==> config.mk <==
export PLATFORM = sky130hd
export DESIGN_NAME = return_stack_unit_flat
export DESIGN_NICKNAME = d
export VERILOG_FILES = /design/src/rtl/return_stack_unit_if.sv /design/src/rtl/return_stack_unit.sv /design/src/flat_wrapper.sv
export SDC_FILE = /design/constraint.sdc
export NUM_CORES = 1
export LEC_CHECK = 0
export ABC_AREA = 1
export ABC_CLOCK_PERIOD_IN_PS = 4800
export BUFFER_PORTS_ARGS = -buffer_cell sky130_fd_sc_hd__buf_2
export CAP_MARGIN = 20
export CORE_UTILIZATION = 27
export CTS_CLUSTER_SIZE = 12
export DETAILED_ROUTE_END_ITERATION = 12
export SLEW_MARGIN = 20
export SYNTH_ARGS = -nofsm -noshare
export SYNTH_HDL_FRONTEND = slang
export SYNTH_SLANG_ARGS = --single-unit
==> constraint.sdc <==
create_clock -name clock -period 4.8 [get_ports clock]
set_input_delay 0.48 -clock clock [delete_from_list [all_inputs] [get_ports clock]]
set_output_delay 0.48 -clock clock [all_outputs]
set_load 0.02 [all_outputs]
==> src/rtl/return_stack_unit_if.sv <==
// return_stack_unit_if: groups the push/pop strobes and the stack status/result signals.
interface return_stack_unit_if #(
   parameter int ADDR_W = 12,
   parameter int PTR_W  = 3
);
   logic              push;
   logic              pop;
   logic [ADDR_W-1:0] pc_in;
   logic              clear_err;
   logic [ADDR_W-1:0] ret_addr;
   logic              ret_valid;
   logic [PTR_W:0]    count;
   logic              full;
   logic              empty;
   logic              overflow;
   logic              underflow;
   logic              err;
   modport master (
      output push, pop, pc_in, clear_err,
      input  ret_addr, ret_valid, count, full, empty, overflow, underflow, err
   );
   modport slave (
      input  push, pop, pc_in, clear_err,
      output ret_addr, ret_valid, count, full, empty, overflow, underflow, err
   );
endinterface

==> src/rtl/return_stack_unit.sv <==
// return_stack_unit: call/return address stack with registered pop output and a sticky error state.
module return_stack_unit #(
   parameter int ADDR_W = 12,
   parameter int DEPTH  = 8,
   parameter int PTR_W  = 3
) (
   input logic           clock,
   input logic           init_signal,
   return_stack_unit_if.slave bus
);
   typedef enum logic {RUN, ERROR} state_t;
   state_t            state, state_nxt;
   logic [ADDR_W-1:0] mem [DEPTH];
   logic [PTR_W:0]    cnt, cnt_nxt, cnt_m1;
   logic [ADDR_W-1:0] ra, ra_nxt;
   logic              rv, rv_nxt, ovf, ovf_nxt, udf, udf_nxt, wr_en, full, empty;
   logic [PTR_W-1:0]  wr_idx, top;
   assign cnt_m1 = cnt - (PTR_W+1)'(1);
   assign top    = cnt_m1[PTR_W-1:0];
   assign full   = cnt == (PTR_W+1)'(DEPTH);
   assign empty  = cnt == '0;
   always_comb begin
      state_nxt = state;
      cnt_nxt   = cnt;
      ra_nxt    = ra;
      rv_nxt    = 1'b0;
      ovf_nxt   = ovf;
      udf_nxt   = udf;
      wr_en     = 1'b0;
      wr_idx    = cnt[PTR_W-1:0];
      if (state == ERROR) begin
         if (bus.clear_err) begin
            state_nxt = RUN;
            ovf_nxt   = 1'b0;
            udf_nxt   = 1'b0;
         end
      end else if (bus.push && bus.pop) begin
         wr_en = 1'b1;
         if (empty) begin
            // simultaneous push/pop on an empty stack degrades to a plain push
            wr_idx    = '0;
            cnt_nxt   = (PTR_W+1)'(1);
            udf_nxt   = 1'b1;
            state_nxt = ERROR;
         end else begin
            wr_idx = top;
            ra_nxt = mem[top];
            rv_nxt = 1'b1;
         end
      end else if (bus.push) begin
         wr_en     = !full;
         cnt_nxt   = full ? cnt : cnt + (PTR_W+1)'(1);
         ovf_nxt   = ovf | full;
         state_nxt = full ? ERROR : RUN;
      end else if (bus.pop) begin
         ra_nxt    = empty ? ra : mem[top];
         rv_nxt    = !empty;
         cnt_nxt   = empty ? cnt : cnt_m1;
         udf_nxt   = udf | empty;
         state_nxt = empty ? ERROR : RUN;
      end
   end
   always_ff @(posedge clock) begin
      if (init_signal) begin
         state <= RUN;
         cnt   <= '0;
         ra    <= '0;
         rv    <= 1'b0;
         ovf   <= 1'b0;
         udf   <= 1'b0;
      end else begin
         state <= state_nxt;
         cnt   <= cnt_nxt;
         ra    <= ra_nxt;
         rv    <= rv_nxt;
         ovf   <= ovf_nxt;
         udf   <= udf_nxt;
      end
   end
   always_ff @(posedge clock) begin
      if (wr_en && !init_signal) mem[wr_idx] <= bus.pc_in;
   end
   assign bus.ret_addr  = ra;
   assign bus.ret_valid = rv;
   assign bus.count     = cnt;
   assign bus.full      = full;
   assign bus.empty     = empty;
   assign bus.overflow  = ovf;
   assign bus.underflow = udf;
   assign bus.err       = state == ERROR;
endmodule

==> src/flat_wrapper.sv <==
// flat-port wrapper written by rule: the top's interface ports become plain ports
module return_stack_unit_flat 
#(
   parameter int ADDR_W = 12,
   parameter int DEPTH  = 8,
   parameter int PTR_W  = 3
)
  (clock, init_signal, bus_push, bus_pop, bus_pc_in, bus_clear_err, bus_ret_addr, bus_ret_valid, bus_count, bus_full, bus_empty, bus_overflow, bus_underflow, bus_err);
  return_stack_unit_if #(.ADDR_W(ADDR_W), .PTR_W(PTR_W)) bus_i ();
  input logic clock;
  input logic init_signal;
  input wire logic [$bits(bus_i.push)-1:0] bus_push;
  input wire logic [$bits(bus_i.pop)-1:0] bus_pop;
  input wire logic [$bits(bus_i.pc_in)-1:0] bus_pc_in;
  input wire logic [$bits(bus_i.clear_err)-1:0] bus_clear_err;
  output wire logic [$bits(bus_i.ret_addr)-1:0] bus_ret_addr;
  output wire logic [$bits(bus_i.ret_valid)-1:0] bus_ret_valid;
  output wire logic [$bits(bus_i.count)-1:0] bus_count;
  output wire logic [$bits(bus_i.full)-1:0] bus_full;
  output wire logic [$bits(bus_i.empty)-1:0] bus_empty;
  output wire logic [$bits(bus_i.overflow)-1:0] bus_overflow;
  output wire logic [$bits(bus_i.underflow)-1:0] bus_underflow;
  output wire logic [$bits(bus_i.err)-1:0] bus_err;
  assign bus_i.push = bus_push;
  assign bus_i.pop = bus_pop;
  assign bus_i.pc_in = bus_pc_in;
  assign bus_i.clear_err = bus_clear_err;
  assign bus_ret_addr = bus_i.ret_addr;
  assign bus_ret_valid = bus_i.ret_valid;
  assign bus_count = bus_i.count;
  assign bus_full = bus_i.full;
  assign bus_empty = bus_i.empty;
  assign bus_overflow = bus_i.overflow;
  assign bus_underflow = bus_i.underflow;
  assign bus_err = bus_i.err;
  return_stack_unit #(.ADDR_W(ADDR_W), .DEPTH(DEPTH), .PTR_W(PTR_W)) u_core (.clock(clock), .init_signal(init_signal), .bus(bus_i));
endmodule
==> results.yml <==
status:
  outcome: "finished, final reports clean"
die:
  fp.dieH_um: 139
  coreArea_um2: 18200
  start_util_pct: 28.0
  rows: 49
  chipWidth_um: 139
  io_pins: 39
  die_area_um2: 19400
final_layout:
  layout.nets: 576
  layout_common_cells: "nand2_1 (153), edfxtp_1 (96), inv_1 (86)"
  drive_above_1_share_pct: 16.2
  area_growth_pct: 18.2
  seqCellArea_um2: 3280
  fillers: 1814
  antenna_cells: 0
  multi_input_area_um2: 1360
  finish.utilization_pct: 33.1
  final_common_cell: "nand2_1"
  instances_no_fill: 798
pwr:
  clockPowerShare_pct: 31.3
  combPwrFrac_pct: 33.1
  p_int_uw: 2330
  switching_power_uw: 1370
  p_total_uw: 3690
  p_per_area_nw_per_um2: 612
  leakagePower_uw: 0.00257
  vdd_drop_max_mv: 0.211
  p_sw_share_pct: 37.0
  p_seq_share_pct: 35.6
global_routing:
  antenna_found_initial: 0
  grt_pass1_wl_mm: 18.6
  grt_util_all_layers_pct: 12.8
  grt_pass1_vias: 3447
  grt_overflow: 0
  grt_max_degree: 56
setup_path:
  worstPathArrival_ns: 3.14
  crit_fanout: 51
  max_stage_delay_ns: 0.77
  critPathSlowestCell: "nor2_1"
  path_buf_inv: 3
  reg2reg_depth: 8
  startpoint_type: "flip-flop"
  critical_path_class: "flip-flop to flip-flop"
  crit_family: "simple AND/OR/NAND/NOR gates"
  cp_cell_sequence: "inv_2 > buf_4 > ha_1 > xnor2_2 > o22ai_2 > inv_1 > nand2_1 > nor2_1"
  path_depth: 8
  cp-end-kind: "flip-flop"
  required_ns: 4.82
clock_tree:
  cts_tree: "done"
  numCtsBuffers: 17
  hold_buffers: 0
  clk_latency_ns: 0.41
  cts_sinks: 116
  cts_resized: 0
  root_buffer: "clkbuf_16"
  cts_setup_buffers: 0
  cts_max_level: 4
  cts_buffer_depth: 2
  path_clk_slew_ns: 0.06
timing:
  hold_violations: 0
  finalSetupTns_ns: 0
  drv_slew: 0
  setup-violations-final: 0
  grt_setup_unrepaired: "false"
  skew_ns: 0.00744
  relSlewSlack_pct: 31.7
  worst_pin_slew_ns: 1.02
  fin_crit_sh_pct: 64.8
  layout_min_cycle_time_ns: 3.11
  fmax_ghz: 0.321
min_path:
  min_path_cells: 1
  hold_path_class: "input pin to flip-flop"
detailed_routing:
  drc: 0
  firstDrtPassIters: 4
  drtIter0Drc: 228
  routed_wl_mm: 11.5
  wire_per_inst_um: 14.5
  vias: 3489
  viasPerCell: 4.37
  antenna_left: 0
placed_design:
  port_buffers: 38
  placed_cells: 765
  dp_hpwl_mm: 7.70
  routabilityCongestion: 0.825
logic_synthesis:
  syn_inst: 518
  ys_types: 30
  avgSynthCellArea_um2: 9.85
  synth_seq_cells: 116
  yosys_warnings: 0
  syn_area_um2: 5100
  syn-num-nets: 538
  yosysSeqAreaShare_pct: 64.4
flow_run:
  max-cap-violations: 0
[power groups by stage]
| stage | Combinational (uW) | Sequential (uW) | Clock, uW |
|---|---|---|---|
| after floorplan | 869 | 1380 | 0 |
| after global placement | 1220 | 1330 | 0 |
| after detailed placement | 1230 | 1330 | 0 |
| after CTS | 1240 | 1320 | 1170 |
| after global routing | 1370 | 1330 | 1210 |
| final | 1220 | 1310 | 1160 |
[layer usage]
layer  global-route usage [%]  share of wire (%)  up-vias
met2                     21.5                 49       64
li1                         -                  -     1748
met5                        0                  0        -
met1                     15.9                 46     1667
met4                     3.86               0.75        0
met3                     3.75                4.5       10
[Yosys cell counts (all sizes together)]
library cell / instances / share of area (%)
a21oi: 16 / 1.9
a31oi: 2 / 0.25
buf: 19 / 2.2
clkbuf: 3 / 0.22
dfxtp: 20 / 7.8
edfxtp: 96 / 57
ha: 3 / 0.74
inv: 90 / 6.7
nand2: 156 / 12
nand3: 77 / 7.9
nand4: 2 / 0.25
nor2: 23 / 2.0
o21ai: 4 / 0.39
o22ai: 3 / 0.61
or2: 1 / 0.12
xnor2: 2 / 0.49
xor2: 1 / 0.17
[per-stage QoR]
stage,instance area (um^2),hold slack (ns),setup WS [ns]
3_3_place_gp,5470,0.455,1.74
5_1_grt,6030,0.376,1.39
4_1_cts,6010,0.371,1.63
3_5_place_dp,5470,0.460,1.68
2_1_floorplan,5100,0.534,2.24
6_report,6030,0.374,1.69
[kinds of logic (layout without fill, tap and decap cells)]
group / Yosys count / after routing / share of synthesized area, %
and+or+nand+nor: 259 / 259 / 22.0
xor gates and xnor gates: 3 / 3 / 0.662
adders and majority gates: 3 / 3 / 0.736
AOI/OAI and AO/OA: 25 / 25 / 3.11
buffers and inverters: 112 / 163 / 9.15
DFF: 116 / 116 / 64.4
[worst paths after layout]
check	from	to	slack, ns
worst max-delay path	u_core.bus.count[0]	u_core.mem[1][10]	1.69
worst min-delay path	bus_pc_in[11]	u_core.mem[3][11]	0.37
worst max register to register	u_core.bus.count[0]	u_core.mem[1][10]	1.69
worst min register to register	u_core.bus.ret_addr[11]	u_core.bus.ret_addr[11]	0.46
[state kept, by name, indices dropped and copies added (netlist names)]
| name | count |
|---|---|
| u_core.bus.err | 1 |
| u_core.bus.ret_valid | 1 |
| u_core.bus.ret_addr | 12 |
| u_core.bus.underflow | 1 |
| u_core.mem | 96 |
| u_core.bus.overflow | 1 |
| u_core.bus.count | 4 |
[final cells by class]
type,instances,share of cell area [%]
well taps,229,4.75
clock buffers,23,7.59
inverters,90,5.69
flip-flops and latches,116,54.5
repair buffers,41,3.53
clock inverters,9,1.35
multi-input cells,290,22.6
Note: power is estimated with default switching activity, not from simulation.
